`config.mk`:
```
export PLATFORM = sky130hd
export DESIGN_NAME = fma_dot_sequencer_flat
export DESIGN_NICKNAME = d
export VERILOG_FILES = /design/src/rtl/fma_pkg.sv /design/src/rtl/fma_dot_sequencer_if.sv /design/src/rtl/fma_dot_sequencer.sv /design/src/flat_wrapper.sv
export SDC_FILE = /design/constraint.sdc
export NUM_CORES = 1
export LEC_CHECK = 0
export CAP_MARGIN = 20
export CORE_UTILIZATION = 45
export CTS_BUF_LIST = sky130_fd_sc_hd__clkbuf_4
export DETAILED_ROUTE_END_ITERATION = 12
export PLACE_DENSITY = 0.86
export SYNTH_ARGS = -nofsm -noshare
export SYNTH_HDL_FRONTEND = slang
export SYNTH_SLANG_ARGS = --single-unit
```
`constraint.sdc`:
```
create_clock -name clk_in -period 4.3 [get_ports clk_in]
set_clock_uncertainty 0.15 [all_clocks]
set_input_delay 0.645 -clock clk_in [delete_from_list [all_inputs] [get_ports clk_in]]
set_output_delay 0.645 -clock clk_in [all_outputs]
set_load 0.01 [all_outputs]
```
`src/rtl/fma_pkg.sv`:
```
// fma_pkg: shared fma constants (default width, {a,b,c} packing offsets) and sequencer state enum
package fma_pkg;
  localparam int WIDTH_DEF = 16;
  localparam int C_MSB = WIDTH_DEF - 1;
  localparam int B_MSB = 2 * WIDTH_DEF - 1;
  localparam int A_MSB = 3 * WIDTH_DEF - 1;
  typedef enum logic [1:0] {IDLE, STREAM, DRAIN, RESULT} state_t;
endpackage

```
`src/rtl/fma_dot_sequencer_if.sv`:
```
// fma_dot_sequencer_if: cmd/ab/res handshakes and fma controls; slave = sequencer side, master = environment side
interface fma_dot_sequencer_if #(
  parameter int WIDTH = fma_pkg::WIDTH_DEF,
  parameter int LEN_W = 8
);
  logic               cmd_valid_in;
  logic               cmd_ready_out;
  logic [LEN_W-1:0]   cmd_len_in;
  logic [WIDTH-1:0]   cmd_c_in;
  logic               ab_valid_in;
  logic               ab_ready_out;
  logic [2*WIDTH-1:0] ab_in;
  logic [3*WIDTH-1:0] fma_abc_out;
  logic               fma_valid_out;
  logic               fma_c_valid_out;
  logic               fma_output_can_be_valid_out;
  logic [WIDTH-1:0]   fma_out_in;
  logic               fma_valid_in;
  logic               res_valid_out;
  logic               res_ready_in;
  logic [WIDTH-1:0]   res_data_out;
  modport slave (
    input  cmd_valid_in, cmd_len_in, cmd_c_in, ab_valid_in, ab_in, fma_out_in, fma_valid_in, res_ready_in,
    output cmd_ready_out, ab_ready_out, fma_abc_out, fma_valid_out, fma_c_valid_out,
           fma_output_can_be_valid_out, res_valid_out, res_data_out
  );
  modport master (
    output cmd_valid_in, cmd_len_in, cmd_c_in, ab_valid_in, ab_in, fma_out_in, fma_valid_in, res_ready_in,
    input  cmd_ready_out, ab_ready_out, fma_abc_out, fma_valid_out, fma_c_valid_out,
           fma_output_can_be_valid_out, res_valid_out, res_data_out
  );
endinterface

```
`src/rtl/fma_dot_sequencer.sv`:
```
// fma_dot_sequencer: takes {N,c}, streams N {a,b} pairs as registered fma issues, returns the accumulated result on res (ports: clk_in, rst_in, bus.slave)
module fma_dot_sequencer import fma_pkg::*; #(
  parameter int WIDTH = WIDTH_DEF,
  parameter int LEN_W = 8
) (
  input logic                clk_in,
  input logic                rst_in,
  fma_dot_sequencer_if.slave bus
);
  state_t             state_q, state_d;
  logic [LEN_W-1:0]   rem_q, rem_d;
  logic               first_q, first_d;
  logic [WIDTH-1:0]   c_q, c_d, res_q, res_d;
  logic [3*WIDTH-1:0] abc_q, abc_d;
  logic               valid_q, valid_d, c_valid_q, c_valid_d, ocbv_q, ocbv_d;
  logic               last, empty;
  always_comb begin
    last = rem_q == LEN_W'(1);
    empty = bus.cmd_len_in == '0;
    state_d = state_q;
    rem_d = rem_q;
    first_d = first_q;
    c_d = c_q;
    res_d = res_q;
    abc_d = abc_q;
    valid_d = 1'b0;
    c_valid_d = 1'b0;
    ocbv_d = 1'b0;
    case (state_q)
      IDLE: if (bus.cmd_valid_in) begin
        c_d = bus.cmd_c_in;
        res_d = empty ? bus.cmd_c_in : res_q;
        rem_d = bus.cmd_len_in;
        first_d = !empty;
        state_d = empty ? RESULT : STREAM;
      end
      STREAM: if (bus.ab_valid_in) begin
        valid_d = 1'b1;
        abc_d = {bus.ab_in, c_q};
        c_valid_d = first_q;
        ocbv_d = last;
        first_d = 1'b0;
        rem_d = rem_q - LEN_W'(1);
        state_d = last ? DRAIN : STREAM;
      end
      DRAIN: if (bus.fma_valid_in) begin
        res_d = bus.fma_out_in;
        state_d = RESULT;
      end
      RESULT: state_d = bus.res_ready_in ? IDLE : RESULT;
      default: state_d = IDLE;
    endcase
  end
  always_ff @(posedge clk_in) begin
    if (rst_in) begin
      state_q <= IDLE;
      rem_q <= '0;
      first_q <= 1'b0;
      c_q <= '0;
      res_q <= '0;
      abc_q <= '0;
      valid_q <= 1'b0;
      c_valid_q <= 1'b0;
      ocbv_q <= 1'b0;
    end else begin
      state_q <= state_d;
      rem_q <= rem_d;
      first_q <= first_d;
      c_q <= c_d;
      res_q <= res_d;
      abc_q <= abc_d;
      valid_q <= valid_d;
      c_valid_q <= c_valid_d;
      ocbv_q <= ocbv_d;
    end
  end
  assign bus.cmd_ready_out = state_q == IDLE;
  assign bus.ab_ready_out = state_q == STREAM;
  assign bus.res_valid_out = state_q == RESULT;
  assign bus.res_data_out = res_q;
  assign bus.fma_abc_out = abc_q;
  assign bus.fma_valid_out = valid_q;
  assign bus.fma_c_valid_out = c_valid_q;
  assign bus.fma_output_can_be_valid_out = ocbv_q;
endmodule

```
`src/flat_wrapper.sv`:
```
// flat-port wrapper written by rule: the top's interface ports become plain ports
module fma_dot_sequencer_flat import fma_pkg::*;
#(
  parameter int WIDTH = WIDTH_DEF,
  parameter int LEN_W = 8
)
  (clk_in, rst_in, bus_cmd_valid_in, bus_cmd_len_in, bus_cmd_c_in, bus_ab_valid_in, bus_ab_in, bus_fma_out_in, bus_fma_valid_in, bus_res_ready_in, bus_cmd_ready_out, bus_ab_ready_out, bus_fma_abc_out, bus_fma_valid_out, bus_fma_c_valid_out, bus_fma_output_can_be_valid_out, bus_res_valid_out, bus_res_data_out);
  fma_dot_sequencer_if #(.WIDTH(WIDTH), .LEN_W(LEN_W)) bus_i ();
  input logic clk_in;
  input logic rst_in;
  input wire logic [$bits(bus_i.cmd_valid_in)-1:0] bus_cmd_valid_in;
  input wire logic [$bits(bus_i.cmd_len_in)-1:0] bus_cmd_len_in;
  input wire logic [$bits(bus_i.cmd_c_in)-1:0] bus_cmd_c_in;
  input wire logic [$bits(bus_i.ab_valid_in)-1:0] bus_ab_valid_in;
  input wire logic [$bits(bus_i.ab_in)-1:0] bus_ab_in;
  input wire logic [$bits(bus_i.fma_out_in)-1:0] bus_fma_out_in;
  input wire logic [$bits(bus_i.fma_valid_in)-1:0] bus_fma_valid_in;
  input wire logic [$bits(bus_i.res_ready_in)-1:0] bus_res_ready_in;
  output wire logic [$bits(bus_i.cmd_ready_out)-1:0] bus_cmd_ready_out;
  output wire logic [$bits(bus_i.ab_ready_out)-1:0] bus_ab_ready_out;
  output wire logic [$bits(bus_i.fma_abc_out)-1:0] bus_fma_abc_out;
  output wire logic [$bits(bus_i.fma_valid_out)-1:0] bus_fma_valid_out;
  output wire logic [$bits(bus_i.fma_c_valid_out)-1:0] bus_fma_c_valid_out;
  output wire logic [$bits(bus_i.fma_output_can_be_valid_out)-1:0] bus_fma_output_can_be_valid_out;
  output wire logic [$bits(bus_i.res_valid_out)-1:0] bus_res_valid_out;
  output wire logic [$bits(bus_i.res_data_out)-1:0] bus_res_data_out;
  assign bus_i.cmd_valid_in = bus_cmd_valid_in;
  assign bus_i.cmd_len_in = bus_cmd_len_in;
  assign bus_i.cmd_c_in = bus_cmd_c_in;
  assign bus_i.ab_valid_in = bus_ab_valid_in;
  assign bus_i.ab_in = bus_ab_in;
  assign bus_i.fma_out_in = bus_fma_out_in;
  assign bus_i.fma_valid_in = bus_fma_valid_in;
  assign bus_i.res_ready_in = bus_res_ready_in;
  assign bus_cmd_ready_out = bus_i.cmd_ready_out;
  assign bus_ab_ready_out = bus_i.ab_ready_out;
  assign bus_fma_abc_out = bus_i.fma_abc_out;
  assign bus_fma_valid_out = bus_i.fma_valid_out;
  assign bus_fma_c_valid_out = bus_i.fma_c_valid_out;
  assign bus_fma_output_can_be_valid_out = bus_i.fma_output_can_be_valid_out;
  assign bus_res_valid_out = bus_i.res_valid_out;
  assign bus_res_data_out = bus_i.res_data_out;
  fma_dot_sequencer #(.WIDTH(WIDTH), .LEN_W(LEN_W)) u_core (.clk_in(clk_in), .rst_in(rst_in), .bus(bus_i));
endmodule
```
==> flow_metrics.env, run 1 <==
export IMPL_coreArea_mm2=0.00818
export IMPL_synth_compound_area_share_pct=19.5
export IMPL_cp_required_ns=3.50
export IMPL_clk_pin_slew_ns=0.14
export IMPL_status="finished clean"
export IMPL_power_density_mw_per_mm2=337
export IMPL_drv_slew=0
export IMPL_post_cts_resized=0
export IMPL_grt_first_pass_wirelength_um=16000
export IMPL_layout_commonest_cell="clkdlybuf4s50_1"
export IMPL_rows=33
export IMPL_instances_no_fill=687
export IMPL_ios=148
export IMPL_first_pass_iters=4
export IMPL_cts_sinks=94
export IMPL_critPathKind="reg -> out"
export IMPL_fmax_mhz=314
export IMPL_dieArea_mm2=0.00875
export IMPL_drt_iter0_drc=156
export IMPL_postLayoutCellArea_mm2=0.00539
export IMPL_crit_arrival_ns=2.39
export IMPL_synth_xor_area_share_pct=0
export IMPL_synth_top_family_by_area="simple AND/OR/NAND/NOR gates"
export IMPL_grt_max_degree=95
export IMPL_synthSimpleGateAreaFrac_pct=20.6
export IMPL_grtUsageTotal_pct=23.4
export IMPL_layout_setup_ws_ns=1.12
export IMPL_portBuffers=147
export IMPL_period_minus_slack_ns=3.18
export IMPL_drv_cap=0
export IMPL_dp_hpwl_um=7030
export IMPL_drcViolationCount=0
export IMPL_worstHoldPathType="reg -> reg"
export IMPL_async_flop_share_pct=0
export IMPL_syn_num_nets=529
export IMPL_synth_mux_area_share_pct=4.52
export IMPL_antenna_found_initial=0
export IMPL_yosys_area_top_type="dfxtp_1"
export IMPL_p_leak_uw=0.00182
export IMPL_ys_types=37
export IMPL_cp_max_fo=15
export IMPL_ys_top_cells_by_area="dfxtp_1 50%, nand2_1 14%, a21oi_1 10%"
export IMPL_synth_edf_count=0
export IMPL_synthToLayoutAreaGrowth_pct=42.9
export IMPL_start_kind="flip-flop"
export IMPL_worst_pin_slew_ns=1.02
export IMPL_gr_total_overflow=0
export IMPL_p_clk_share_pct=28.3
export IMPL_place_inst=672
export IMPL_slew_headroom_pct=31.8
export IMPL_yosys_area_top_type_share_pct=49.9
export IMPL_cts_buffer_depth=2
export IMPL_routed_wl_um=9980
export IMPL_cts_setup_buffers=0
export IMPL_syn_cell_area_mm2=0.00377
export IMPL_die_w_um=93.5
export IMPL_ys_ff_latch=94
export IMPL_drtAntennaViolNets=0
export IMPL_initial_utilization_pct=46.1
export IMPL_clock_latency_ns=0.41
export IMPL_mostFrequentLayoutCells="146 x clkdlybuf4s50_1, 135 x nand2_1, 94 x dfxtp_1, 79 x a21oi_1, 23 x nor2_1"
export IMPL_wire_per_inst_um=14.5
export IMPL_r2r_slack_ns=1.56
export IMPL_place_gp_congestion=0.867
export IMPL_synth_area_per_cell_um2=8.39
export IMPL_cts_buffers=9
export IMPL_via_per_inst=5.15
export IMPL_hold_violations=0
export IMPL_synth_seq_area_share_pct=49.9
export IMPL_fin_crit_sh_pct=74.1
export IMPL_share_comb_of_total_power_pct=19.1
export IMPL_ir_drop_uv=258
export IMPL_cts_tree="yes"
export IMPL_drive_gt1_share_pct=6.70
export IMPL_synthFlopType="dfxtp_1"
export IMPL_antenna_cells=0
export IMPL_endpoint_kind="output port"
export IMPL_vias=3537
export IMPL_sw_frac_of_total_pct=27.1
export IMPL_htreeDepth=3
export IMPL_seqPwrFrac_pct=52.6
export IMPL_p_switching_uw=492
export IMPL_syn_inst=449
export IMPL_clockRootBuffer="clkbuf_4"
export IMPL_synthAdderAreaFrac_pct=0.664
export IMPL_rsz0062_at_grt="no"
export IMPL_holdWs_ns=0.306
export IMPL_p_int_uw=1320
export IMPL_cts_hold_fix_buffers=0
export IMPL_setup_viol=0
export IMPL_nNetsFinal=658
export IMPL_die_y_um=93.5
export IMPL_yosysWarningCount=0
export IMPL_grt_pass1_vias=3403
export IMPL_dpl_cell_area_mm2=0.00523
export IMPL_place_worst_setup_slack_ns=1.01
export IMPL_setup_tns_ns=0
[registers in the layout, summed over array words and instances, names as in the netlist]
name / count
u_core.bus.fma_output_can_be_valid_out: 1
u_core.c_q: 16
u_core.bus.fma_c_valid_out: 1
u_core.first_q: 1
u_core.bus.res_data_out: 16
u_core.rem_q: 8
u_core.bus.fma_valid_out: 1
u_core.bus.fma_abc_out: 48
u_core.state_q: 2
[synthesized netlist by cell type, types with 2 or more instances]
cell type	instances
a211oi_1	5
or3_1	2
and2_1	3
a21oi_1	79
buf_4	4
buf_2	8
nor2_1	23
o21a_1	2
a211oi_2	14
nor3_1	3
clkbuf_1	16
nand2_1	136
o21ai_0	7
dfxtp_1	94
mux2i_1	17
inv_1	3
ha_1	2
buf_6	3
nand2b_1	5
a21o_1	3
nor4_1	4
[worst paths after layout]
path / start / end / cells after the start
worst min-delay path: u_core.c_q[2]$_SDFFE_PP0P_ / u_core.bus.fma_abc_out[2]$_SDFFE_PP0N_ / 2
worst max-delay path: u_core.state_q[1]$_SDFFE_PP0P_ / bus_ab_ready_out / 3
worst max register to register: u_core.state_q[1]$_SDFFE_PP0P_ / u_core.bus.fma_abc_out[38]$_SDFFE_PP0N_ / 5
worst min register to register: u_core.c_q[2]$_SDFFE_PP0P_ / u_core.bus.fma_abc_out[2]$_SDFFE_PP0N_ / 2
[cells by family after synthesis]
group | Yosys count
flops | 94
fa+ha+maj | 2
simple gates | 185
buf+inv | 35
mux | 17
compound gates | 116
[per-stage QoR]
step                utilization [%]  total power, uW
detailed placement             64.0             1320
CTS                            65.9             1830
floorplan                         -             1150
global placement               64.0             1310
global route                   65.9             1910
finish                         65.9             1820
[worst max-delay path: stages (launching register included)]
cell and delay [ns]:
dfxtp_1 0.65, nand2b_1 0.56, inv_2 0.23, clkdlybuf4s50_1 0.54
[layer usage]
| layer | track usage [%] | vias up | part of all wire (%) |
|---|---|---|---|
| li1 | - | 1767 | - |
| met3 | 5.85 | 15 | 6.1 |
| met1 | 28.0 | 1638 | 42 |
| met2 | 40.8 | 117 | 50 |
| met4 | 8.08 | 0 | 1.9 |
| met5 | 0 | - | 0 |
[layout make-up]
| cell class | instances | area (um^2) |
|---|---|---|
| clock buffer | 9 | 67.6 |
| sequential | 94 | 1880 |
| timing repair buffer | 149 | 1480 |
| tap | 105 | 131 |
| multi-input combinational | 320 | 1720 |
| fill | 674 | 2790 |
| inverter | 4 | 15.0 |
| clock inverter | 6 | 86.3 |
[power groups by stage]
stage	logic, uW	clock network, uW	registers, uW
global placement	335	0	970
finish	347	514	955
CTS	347	531	954
detailed placement	345	0	973
floorplan	181	0	973
global route	378	572	962
Power figures use the tool's default switching activity.
==> run 2: changes to the inputs <==
==> constraint.sdc (replaced) <==
create_clock -name clk_in -period 3.28 [get_ports clk_in]
set_clock_uncertainty 0.15 [all_clocks]
set_input_delay 0.492 -clock clk_in [delete_from_list [all_inputs] [get_ports clk_in]]
set_output_delay 0.492 -clock clk_in [all_outputs]
set_load 0.01 [all_outputs]
==> run 2 against run 1 <==
- cell count grew 0.87%
- clock power grew 16%
- clock-buffer cell count is the same
- wire length shrank 2.1%
- largest cell class unchanged
- largest power group unchanged
- via count grew 0.42%
- sequential power grew 31%
- sequential cell count is the same
- cell area grew 0.58%
- first-iteration DRC count shrank 29%
- total power grew 27%
==> flow_metrics.env, run 2 (synthesis gave the netlist of run 1 again) <==
export IMPL_status="finished clean"
export IMPL_dieArea_mm2=0.00875
export IMPL_via_per_inst=5.13
export IMPL_fmax_mhz=389
export IMPL_place_worst_setup_slack_ns=0.653
export IMPL_layout_commonest_cell="clkdlybuf4s50_1"
export IMPL_first_pass_iters=4
export IMPL_mostFrequentLayoutCells="146 x clkdlybuf4s50_1, 135 x nand2_1, 94 x dfxtp_1, 79 x a21oi_1, 23 x nor2_1"
export IMPL_cts_buffer_depth=2
export IMPL_layout_setup_ws_ns=0.707
export IMPL_reg2reg_depth=6
export IMPL_cts_hold_fix_buffers=0
export IMPL_gr_total_overflow=0
export IMPL_start_kind="flip-flop"
export IMPL_grt_max_degree=72
export IMPL_period_minus_slack_ns=2.57
export IMPL_hold_end="u_core.bus.fma_abc_out[10]$_SDFFE_PP0N_"
export IMPL_routed_wl_um=9770
export IMPL_dp_hpwl_um=6960
export IMPL_post_cts_resized=0
export IMPL_clock_latency_ns=0.44
export IMPL_cp_max_fo=11
export IMPL_slew_headroom_pct=46.2
export IMPL_worstHoldPathType="reg -> reg"
export IMPL_htreeDepth=3
export IMPL_grt_pass1_vias=3289
export IMPL_grtUsageTotal_pct=22.3
export IMPL_antenna_found_initial=0
export IMPL_vias=3552
export IMPL_slowest_stage="dfxtp_1"
export IMPL_critPathKind="reg -> out"
export IMPL_cts_tree="yes"
export IMPL_synthToLayoutAreaGrowth_pct=43.7
export IMPL_drv_cap=0
export IMPL_worst_pin_slew_ns=0.807
export IMPL_critical_path_max_stage_delay_ns=0.60
export IMPL_endpoint_kind="output port"
export IMPL_cts_setup_buffers=0
export IMPL_die_w_um=93.5
export IMPL_setup_viol=0
export IMPL_cp_required_ns=2.64
export IMPL_portBuffers=147
export IMPL_clockRootBuffer="clkbuf_4"
export IMPL_coreArea_mm2=0.00818
export IMPL_drtAntennaViolNets=0
export IMPL_drive_gt1_share_pct=7.65
export IMPL_rows=33
export IMPL_fin_crit_sh_pct=78.4
export IMPL_r2r_slack_ns=1.05
export IMPL_die_y_um=93.5
export IMPL_crit_arrival_ns=1.93
export IMPL_reg2reg_from="u_core.state_q[1]$_SDFFE_PP0P_"
export IMPL_drt_iter0_drc=111
export IMPL_nNetsFinal=663
export IMPL_drcViolationCount=0
export IMPL_post_route_util_pct=66.3
export IMPL_place_gp_congestion=0.861
export IMPL_power_density_mw_per_mm2=426
export IMPL_cp_cell_sequence="nand2b_1, inv_2, clkdlybuf4s50_1"
export IMPL_p_leak_uw=0.00184
export IMPL_ios=148
export IMPL_hold_violations=0
export IMPL_timing_rr_end="u_core.bus.res_data_out[4]$_SDFFE_PP0P_"
export IMPL_cts_sinks=94
export IMPL_rsz0062_at_grt="no"
export IMPL_clk_pin_slew_ns=0.17
export IMPL_largest_reg_flops=48
export IMPL_antenna_cells=0
export IMPL_initial_utilization_pct=46.1
export IMPL_cts_buffers=9
export IMPL_drv_slew=0
export IMPL_whs_path_depth=2
export IMPL_setup_tns_ns=0
export IMPL_grt_first_pass_wirelength_um=15300
export IMPL_hp_start="u_core.c_q[10]$_SDFFE_PP0P_"
export IMPL_ir_drop_uv=204
export IMPL_wire_per_inst_um=14.1
==> run 2: changes by cell type in the layout (fill, tap and decap cells not counted) <==
cell	previous run	this run
buf_12	0	1
buf_4	3	7
bufinv_16	2	0
clkinv_2	2	1
clkinv_4	0	2
clkinv_8	0	1
clkinvlp_4	1	0
inv_6	1	2
inv_8	0	1
==> run 2: final cells by class <==
type	instances	area (um^2)
Clock inverter	7	67.6
Tap cell	105	131
Multi-Input combinational cell	320	1720
Sequential cell	94	1880
Inverter	4	15.0
Clock buffer	9	67.6
Fill cell	687	2760
Timing Repair Buffer	154	1530
==> run 2: worst max-delay path by stage <==
stage | depth (start not counted) | slack [ns] | start | end
2_1_floorplan | 5 | 1.52 | bus_cmd_len_in[1] | u_core.bus.res_data_out[5]$_SDFFE_PP0P_
3_3_place_gp | 6 | 0.75 | bus_cmd_len_in[0] | u_core.bus.res_data_out[9]$_SDFFE_PP0P_
3_5_place_dp | 6 | 0.65 | bus_cmd_len_in[0] | u_core.bus.res_data_out[14]$_SDFFE_PP0P_
4_1_cts | 3 | 0.70 | u_core.state_q[0]$_SDFFE_PP0P_ | bus_ab_ready_out
5_1_grt | 3 | 0.61 | u_core.state_q[0]$_SDFFE_PP0P_ | bus_ab_ready_out
6_report | 3 | 0.71 | u_core.state_q[0]$_SDFFE_PP0P_ | bus_ab_ready_out
==> run 2: worst max-delay path: cells and delay by family (launching register included) <==
kind | cells | cell delay [ns]
and+or+nand+nor | 1 | 0.14
DFF | 1 | 0.60
buffers and inverters | 2 | 0.75
==> run 2: per-layer routing <==
metal  track usage (%)  part of all wire (%)  wire length (um)  vias up
met3              4.15                   6.5               631       15
li1                  -                     -                 -     1787
met1              27.1                    43              4170     1620
met4              9.74                   1.9               182        0
met5                 0                     0                 0        -
met2              38.4                    49              4790      130
==> run 2: power breakdown <==
part           internal [uW]  switching (uW)
clock                    175             420
sequential              1200            45.6
combinational            234             227
total                   1610             693
==> run 2: stage by stage <==
| stage | power [uW] | instance area [um^2] | hold slack, ns | cells |
|---|---|---|---|---|
| 6_report | 2310 | 5420 | 0.303 | 693 |
| 5_1_grt | 2410 | 5420 | 0.317 | 693 |
| 4_1_cts | 2320 | 5420 | 0.309 | 693 |
| 3_5_place_dp | 1740 | 5280 | 0.297 | 677 |
| 3_3_place_gp | 1720 | 5280 | 0.287 | 677 |
| 2_1_floorplan | 1510 | 3770 | 0.281 | 449 |
